**config.mk**
```make
export PLATFORM = sky130hd
export DESIGN_NAME = i2s_tx_frame_scheduler
export DESIGN_NICKNAME = d
export VERILOG_FILES = /design/src/rtl/i2s_tx_frame_scheduler.sv
export SDC_FILE = /design/constraint.sdc
export NUM_CORES = 1
export LEC_CHECK = 0
export ABC_CLOCK_PERIOD_IN_PS = 3650
export CAP_MARGIN = 5
export CORE_MARGIN = 2
export CORE_UTILIZATION = 50
export DETAILED_ROUTE_END_ITERATION = 10
export GPL_TIMING_DRIVEN = 0
export MAX_ROUTING_LAYER = met4
export PLACE_DENSITY = 0.75
export SLEW_MARGIN = 25
export SYNTH_ARGS = -nofsm -noshare
export SYNTH_HDL_FRONTEND = slang
export SYNTH_SLANG_ARGS = --single-unit
```
**constraint.sdc**
```tcl
create_clock -name CLK -period 3.65 [get_ports CLK]
set_input_delay 0.5475 -clock CLK [delete_from_list [all_inputs] [get_ports CLK]]
set_output_delay 0.5475 -clock CLK [all_outputs]
set_load 0.05 [all_outputs]
```
**src/rtl/i2s_tx_frame_scheduler.sv**
```systemverilog
// i2s_tx_frame_scheduler
// Generates BCLK/LRCLK for the parallel-to-I2S serializer from CLK. It
// double-buffers stereo pairs from upstream over IN_VALID/IN_READY and presents
// the channel word on DATA_WORD at each LRCLK transition. UNDERRUN flags a
// frame that starts with no buffered pair.
//
// Optional build macro: I2S_TX_HOLD_LAST_EN
//   When defined, an underrun frame repeats the previous frame's words.
//   When undefined, an underrun frame outputs zeros on both channels.
//
// state | meaning
// IDLE  | clocks parked low, counters at 0, waiting for ENABLE
// RUN   | generating BCLK/LRCLK, one frame_load per frame boundary
module i2s_tx_frame_scheduler #(
    parameter int WORD_LEN = 16,
    parameter int BCLK_DIV = 4
) (
    input  logic                CLK,
    input  logic                RST_N,
    input  logic                ENABLE,
    input  logic                IN_VALID,
    output logic                IN_READY,
    input  logic [WORD_LEN-1:0] IN_LEFT,
    input  logic [WORD_LEN-1:0] IN_RIGHT,
    output logic                BCLK,
    output logic                LRCLK,
    output logic [WORD_LEN-1:0] DATA_WORD,
    output logic                FRAME_START,
    output logic                UNDERRUN,
    output logic                BUSY
);

    localparam int            BW       = (WORD_LEN > 1) ? $clog2(WORD_LEN) : 1;
    localparam logic [BW-1:0] BIT_LAST = BW'(WORD_LEN - 1);
    localparam logic [7:0]    DIV_LAST = 8'(BCLK_DIV - 1);

    typedef enum logic {S_IDLE, S_RUN} state_t;

    state_t              state;
    logic [7:0]          div_cnt;
    logic [BW-1:0]       bit_cnt;
    logic                pair_full;
    logic [WORD_LEN-1:0] buf_left;
    logic [WORD_LEN-1:0] buf_right;
    logic [WORD_LEN-1:0] frame_left;
    logic [WORD_LEN-1:0] frame_right;
    logic                div_wrap;
    logic                fall_evt;
    logic                frame_end;
    logic                frame_load;
    logic                xfer;

    // Event decode: BCLK divider wrap, falling edge, frame boundary and buffer consume.
    always_comb begin
        div_wrap   = (state == S_RUN) && (div_cnt == DIV_LAST);
        fall_evt   = div_wrap && BCLK;
        frame_end  = fall_evt && (bit_cnt == BIT_LAST) && LRCLK;
        frame_load = RST_N && ENABLE && ((state == S_IDLE) || frame_end);
    end

    // The consume cycle frees the single entry, so a new pair may land in the same cycle.
    assign IN_READY = !pair_full || frame_load;
    assign xfer     = IN_VALID && IN_READY;
    assign BUSY     = (state == S_RUN);

    // Pair buffer, frame latches, clock generation and the IDLE/RUN sequencer.
    always_ff @(posedge CLK) begin
        if (!RST_N) begin
            state       <= S_IDLE;
            div_cnt     <= '0;
            bit_cnt     <= '0;
            pair_full   <= 1'b0;
            buf_left    <= '0;
            buf_right   <= '0;
            frame_left  <= '0;
            frame_right <= '0;
            BCLK        <= 1'b0;
            LRCLK       <= 1'b0;
            DATA_WORD   <= '0;
            FRAME_START <= 1'b0;
            UNDERRUN    <= 1'b0;
        end else begin
            FRAME_START <= 1'b0;
            UNDERRUN    <= 1'b0;

            if (xfer) begin
                pair_full <= 1'b1;
                buf_left  <= IN_LEFT;
                buf_right <= IN_RIGHT;
            end else if (frame_load) begin
                pair_full <= 1'b0;
            end

            if (frame_load) begin
                FRAME_START <= 1'b1;
                if (pair_full) begin
                    frame_left  <= buf_left;
                    frame_right <= buf_right;
                    DATA_WORD   <= buf_left;
                end else begin
                    UNDERRUN <= 1'b1;
`ifdef I2S_TX_HOLD_LAST_EN
                    DATA_WORD <= frame_left;
`else
                    frame_left  <= '0;
                    frame_right <= '0;
                    DATA_WORD   <= '0;
`endif
                end
            end

            case (state)
                S_IDLE: begin
                    BCLK    <= 1'b0;
                    LRCLK   <= 1'b0;
                    div_cnt <= '0;
                    bit_cnt <= '0;
                    if (frame_load) begin
                        state <= S_RUN;
                    end
                end
                S_RUN: begin
                    if (div_wrap) begin
                        div_cnt <= '0;
                        BCLK    <= !BCLK;
                    end else begin
                        div_cnt <= div_cnt + 8'd1;
                    end
                    if (fall_evt) begin
                        if (bit_cnt == BIT_LAST) begin
                            bit_cnt <= '0;
                            LRCLK   <= !LRCLK;
                            if (!LRCLK) begin
                                DATA_WORD <= frame_right;
                            end else if (!ENABLE) begin
                                // Frame completed with no run request: park in IDLE.
                                state <= S_IDLE;
                            end
                        end else begin
                            bit_cnt <= bit_cnt + BW'(1);
                        end
                    end
                end
                default: state <= S_IDLE;
            endcase
        end
    end

endmodule

```
# After elaboration in Yosys (flattened, before gate mapping)
# Index checks and enable logic that the tools add are counted.
[totals]
reg_bits = 82
latch_bits = 0
ramBits = 0
rom_bits = 0
output_inout_bits = 22
word_cells = 61
n_memories = 0
[op_classes]
n_addsub = 2
n_mul = 0
div_mod_pow = 0
order_cmp = 0
n_eq_ne = 5
shifts = 0
n_mux = 26
n_bitwise = 1
reduce_logical = 15
[ops]
columns = ["cell", "n"]
rows = [
  ["$mux 16", 7],
  ["$pmux 8 s2", 1],
  ["$mux 1", 11],
  ["$add 8x1->8 const B", 1],
  ["$eq 8x2->1 const B", 1],
  ["$mux 4", 2],
  ["$mux 8", 1],
  ["$pmux 4 s2", 1],
  ["$logic_and 1x1->1", 7],
  ["$ne 2x1->1 const B", 3],
  ["$pmux 1 s2", 3],
  ["$add 4x1->4 const B", 1],
  ["$eq 4x4->1 const B", 1],
  ["$reduce_and 2->1", 2],
  ["$logic_not 1->1", 3],
  ["$logic_or 1x1->1", 2],
  ["$reduce_bool 2->1", 1],
  ["$not 1->1", 1],
]

# Depth between registers and ports, before layout
[depth]
word_depth = 12
depth_mapped = 7

# Worst setup path after synthesis
# OpenSTA, ideal clock, no wires.
[synth_path]
kind = "register to output"
from = "reg div_cnt[0]"
to = "out IN_READY"
t_arrival_ns = 2.256
slack_ns = 0.847
path_stages_with_launch = 7
n_path_buf = 1
cell_sequence = "dfxtp_1 > ha_1 > or3b_2 > or4_1 > buf_2 > and3_1 > inv_1"
[synth_between]
elab_chain_len = 8
[synth_rtl]
columns = ["item", "line", "text"]
rows = [
  ["start: declaration", "40", "logic [7:0] div_cnt;"],
  ["start signal: assignment", "127", "div_cnt <= div_cnt + 8'd1;"],
  ["$eq 8x2->1", "55", "div_wrap = (state == S_RUN) && (div_cnt == DIV_LAST);"],
  ["$logic_and 1x1->1", "55", ""],
  ["$logic_and 1x1->1", "56", "fall_evt = div_wrap && BCLK;"],
  ["$logic_and 1x1->1 (2 in series)", "57", "frame_end = fall_evt && (bit_cnt == BIT_LAST) && LRCLK;"],
  ["$logic_or 1x1->1", "58", "frame_load = RST_N && ENABLE && ((state == S_IDLE) || frame_end);"],
  ["$logic_and 1x1->1", "58", ""],
  ["$logic_or 1x1->1", "62", "assign IN_READY = !pair_full || frame_load;"],
  ["end: declaration", "22", "output logic IN_READY,"],
]
# No other way between the ends.

# Worst setup path in the final report
# Same ends and word-level chain as after synthesis.

==> flow_summary_export.csv <==
group,metric,value,unit
synth,synth_adder_area_share,0.00702,
global_routing,initial_antenna_violation_count,0,
place,hpwl,6.06,mm
synth,synth-warning-count,0,
sta,finalHoldViolCount,0,
min_path,hold_path_class,"flop to flop",
clock_network,holdBufCountCts,0,
layout,multi_input_comb_area,1750,sq um
run,max_cap_viol_count,0,
power_and_ir_drop,max_ir_drop_vdd,0.329,mV
sta,drv_slew,0,
synth,ys_types,33,
power_and_ir_drop,leakage,0.00165,uW
clock_network,clkLatencyLatePin,0.35,ns
clock_network,tritoncts.num_buffers,9,
detailed_routing,detail_route.drc_violations,0,
worst_setup_path,critPathRequiredTime,3.10,ns
clock_network,cts_max_level,3,
worst_setup_path,kind_of_end_point_of_the_critical_path,"output pin",
global_routing,first_pass_grt_wire_length,13.4,mm
worst_setup_path,cp.arrival,2.76,ns
layout,layout.nets,516,
global_routing,grt.total_usage,0.229,
detailed_routing,num_vias,3112,
power_and_ir_drop,intPower,1420,uW
floorplan,die_w,88.5,um
synth,yosys.cell_count.top_type,"nand2_1",
synth,post-synth-top-area-fraction,0.460,
power_and_ir_drop,combinationalPowerShare,0.101,
sta,worst_slew_pin_slew,0.803,ns
detailed_routing,postRouteWirelength,8.22,mm
layout,final-seq-area,1640,sq um
power_and_ir_drop,power.clock.fraction,0.391,
detailed_routing,routed_via_density,5.37,
synth,syn_area,3570,sq um
clock_network,worst_setup_hold_path_clk_slew,0.08,ns
run_status,run_status,"complete, no violations",
synth,compound_gate_portion_of_the_synthesized_area,0.151,
sta,fmax,0.302,GHz
worst_setup_path,critical_path.startpoint_type,"flop",
place,io_buffer_count,57,
global_routing,grt_start_max_net_pins,14,
floorplan,ios,58,
synth,combinational_family_with_the_most_area_after_synthesis,"simple AND/OR/NAND/NOR gates",
synth,synth_simple_gate_area_share,0.215,
sta,final.setup.tns,0,ns
detailed_routing,first_iteration_detailed_routing_drc_count,167,
sta,skew,0.00583,ns
layout,antennaDiodeCount,0,
worst_setup_path,criticalPathCategory,"flop to output pin",
synth,synth_seq_cells,82,
min_path,holdCritStartpoint,"buf_left[9]",
sta,whs,0.461,ns
floorplan,initial_utilization,0.522,
synth,syn_inst,410,
synth,synth_xor_xnor_area_share,0.0246,
clock_network,clock_tree.root_cell,"clkbuf_8",
sta,setup_viol,0,
power_and_ir_drop,power.sequential.fraction,0.508,
layout,flow.area_growth_from_synthesis,25.4,%
synth,yosysSeqAreaShare,0.460,
power_and_ir_drop,cellPowerDensity,417,nW/um^2
sta,grt_setup_unrepaired,"false",
detailed_routing,wl_per_cell,14.2,um
synth,synth_top_area_cell,"dfxtp_1",
sta,setup_slack,0.338,ns
layout,nFillCells,615,
sta,max_slew_margin,0.460,
floorplan,fp.dieArea,7830,sq um
synth,asyncSetResetFlopFracSynth,0,
global_routing,total_overflow_reported_by_the_global_router,0,
floorplan,core_area,6830,sq um
global_routing,first_global_vias,2857,
power_and_ir_drop,p_sw,448,uW
worst_setup_path,worstSetupStartpoint,"div_cnt[0]",
synth,synth_area_per_cell,8.70,sq um
floorplan,placementRows,30,
synth,ys_top_cells_by_count,"nand2_1, dfxtp_1, mux2i_1, nor2_1, clkbuf_1",
synth,mappedNetlistNets,448,
synth,most_instantiated_flip_flop_cell_in_the_synthesis_netlist,"dfxtp_1",
layout,drive_gt1_frac,0.0538,
sta,timing.final.crit_share,0.907,
synth,synthMuxAreaShare,0.0926,
synth,number_of_enable_flip_flop_cells_after_synthesis,0,
clock_network,ctsLongestPathBuffers,2,
clock_network,cts_num_sinks,82,
floorplan,die_height,88.5,um
synth,synth.top_cells.by_area,"dfxtp_1, nand2_1, mux2i_1, a221o_1, a21boi_0",
sta,final.min_clock_period,3.31,ns
place,dp_worst_setup_slack,0.186,ns
power_and_ir_drop,netSwitchingFraction,0.240,
worst_setup_path,regToRegStartpoint,"div_cnt[0]",
place,gp_congestion,0.872,
worst_setup_path,worst_path_fanout_max,7,
detailed_routing,ant_nets,0,
clock_network,tritoncts,"done",
detailed_routing,drt_pre_antenna_iters,5,
-- through the flow --
step	utilization	power [uW]	cells	instance area, sq um
floorplan	-	1080	410	3570
global placement	0.623	1150	563	4260
detailed placement	0.623	1160	563	4260
CTS	0.655	1870	579	4480
global route	0.655	1930	579	4470
finish	0.655	1860	579	4470
-- placed cells by master (no fill, tap or decap), drive strengths merged, types with 2 or more instances in the layout --
master           n
nand4            3
nor2            32
buf              7
dfxtp           82
clkbuf          38
a21boi          17
bufinv           2
ha               2
or4              3
a21oi           18
clkinvlp         2
mux2i           33
o211ai          16
inv              5
xor2             7
nand3           23
o21a             2
nor4             4
and3             3
clkdlybuf4s50   56
xnor2            3
a221o           16
nand2          101
-- what timing repair did --
item	CTS	global route
setup buffers	0	0
resized for setup	1	2
setup endpoints to repair	1	1
cloned	0	0
-- sequential cells by signal, summed over array words and instances, names as in the netlist --
signal       cells
DATA_WORD       16
buf_left        16
buf_right       16
frame_right     16
div_cnt          8
bit_cnt          4
BCLK             1
BUSY             1
FRAME_START      1
LRCLK            1
UNDERRUN         1
pair_full        1
-- cell type report --
class / count / share of cell area
flip-flops and latches: 82 / 0.367
plain buffers: 32 / 0.0350
multi-input cells: 291 / 0.391
clock inverters: 4 / 0.0168
repair buffers: 57 / 0.126
inverters: 5 / 0.00420
well taps: 96 / 0.0269
clock buffers: 12 / 0.0324
-- power groups by stage --
stage	registers, uW	logic [uW]	clock network [uW]
after floorplan	975	102	0
after global placement	966	187	0
after detailed placement	967	189	0
after CTS	946	189	733
after global routing	950	205	772
final	947	188	730
-- metal layers --
metal / wire, um / track usage / share of wire / vias up
met5: 0 / - / 0 / -
met2: 3750 / 0.350 / 0.46 / 101
met3: 471 / 0.0466 / 0.057 / 14
met1: 3840 / 0.300 / 0.47 / 1441
met4: 163 / 0.0895 / 0.020 / 0
li1: - / - / - / 1556
-- worst paths after layout --
path	to	slack, ns	cells past startpoint
max	IN_READY	0.34	7
min	buf_left[9]	0.46	2
max reg2reg	DATA_WORD[4]	0.79	6
min reg2reg	buf_left[9]	0.46	2
-- worst max-delay path, stage by stage (launching register included) --
cell and delay (ns):
dfxtp_1 0.40, ha_1 0.26, or3b_2 0.55, or4_1 0.51, buf_2 0.19, and3_1 0.20, inv_1 0.05, clkbuf_2 0.26
-- cells by family (layout without fill, tap and decap cells) --
kind of cell	count (synthesis)	count (layout)
muxes	33	33
AOI/OAI and AO/OA	71	71
adders and majority gates	2	2
and+or+nand+nor	175	175
DFF	82	82
buffers and inverters	37	110
xor gates and xnor gates	10	10
Note: power is estimated with default switching activity, not from simulation.
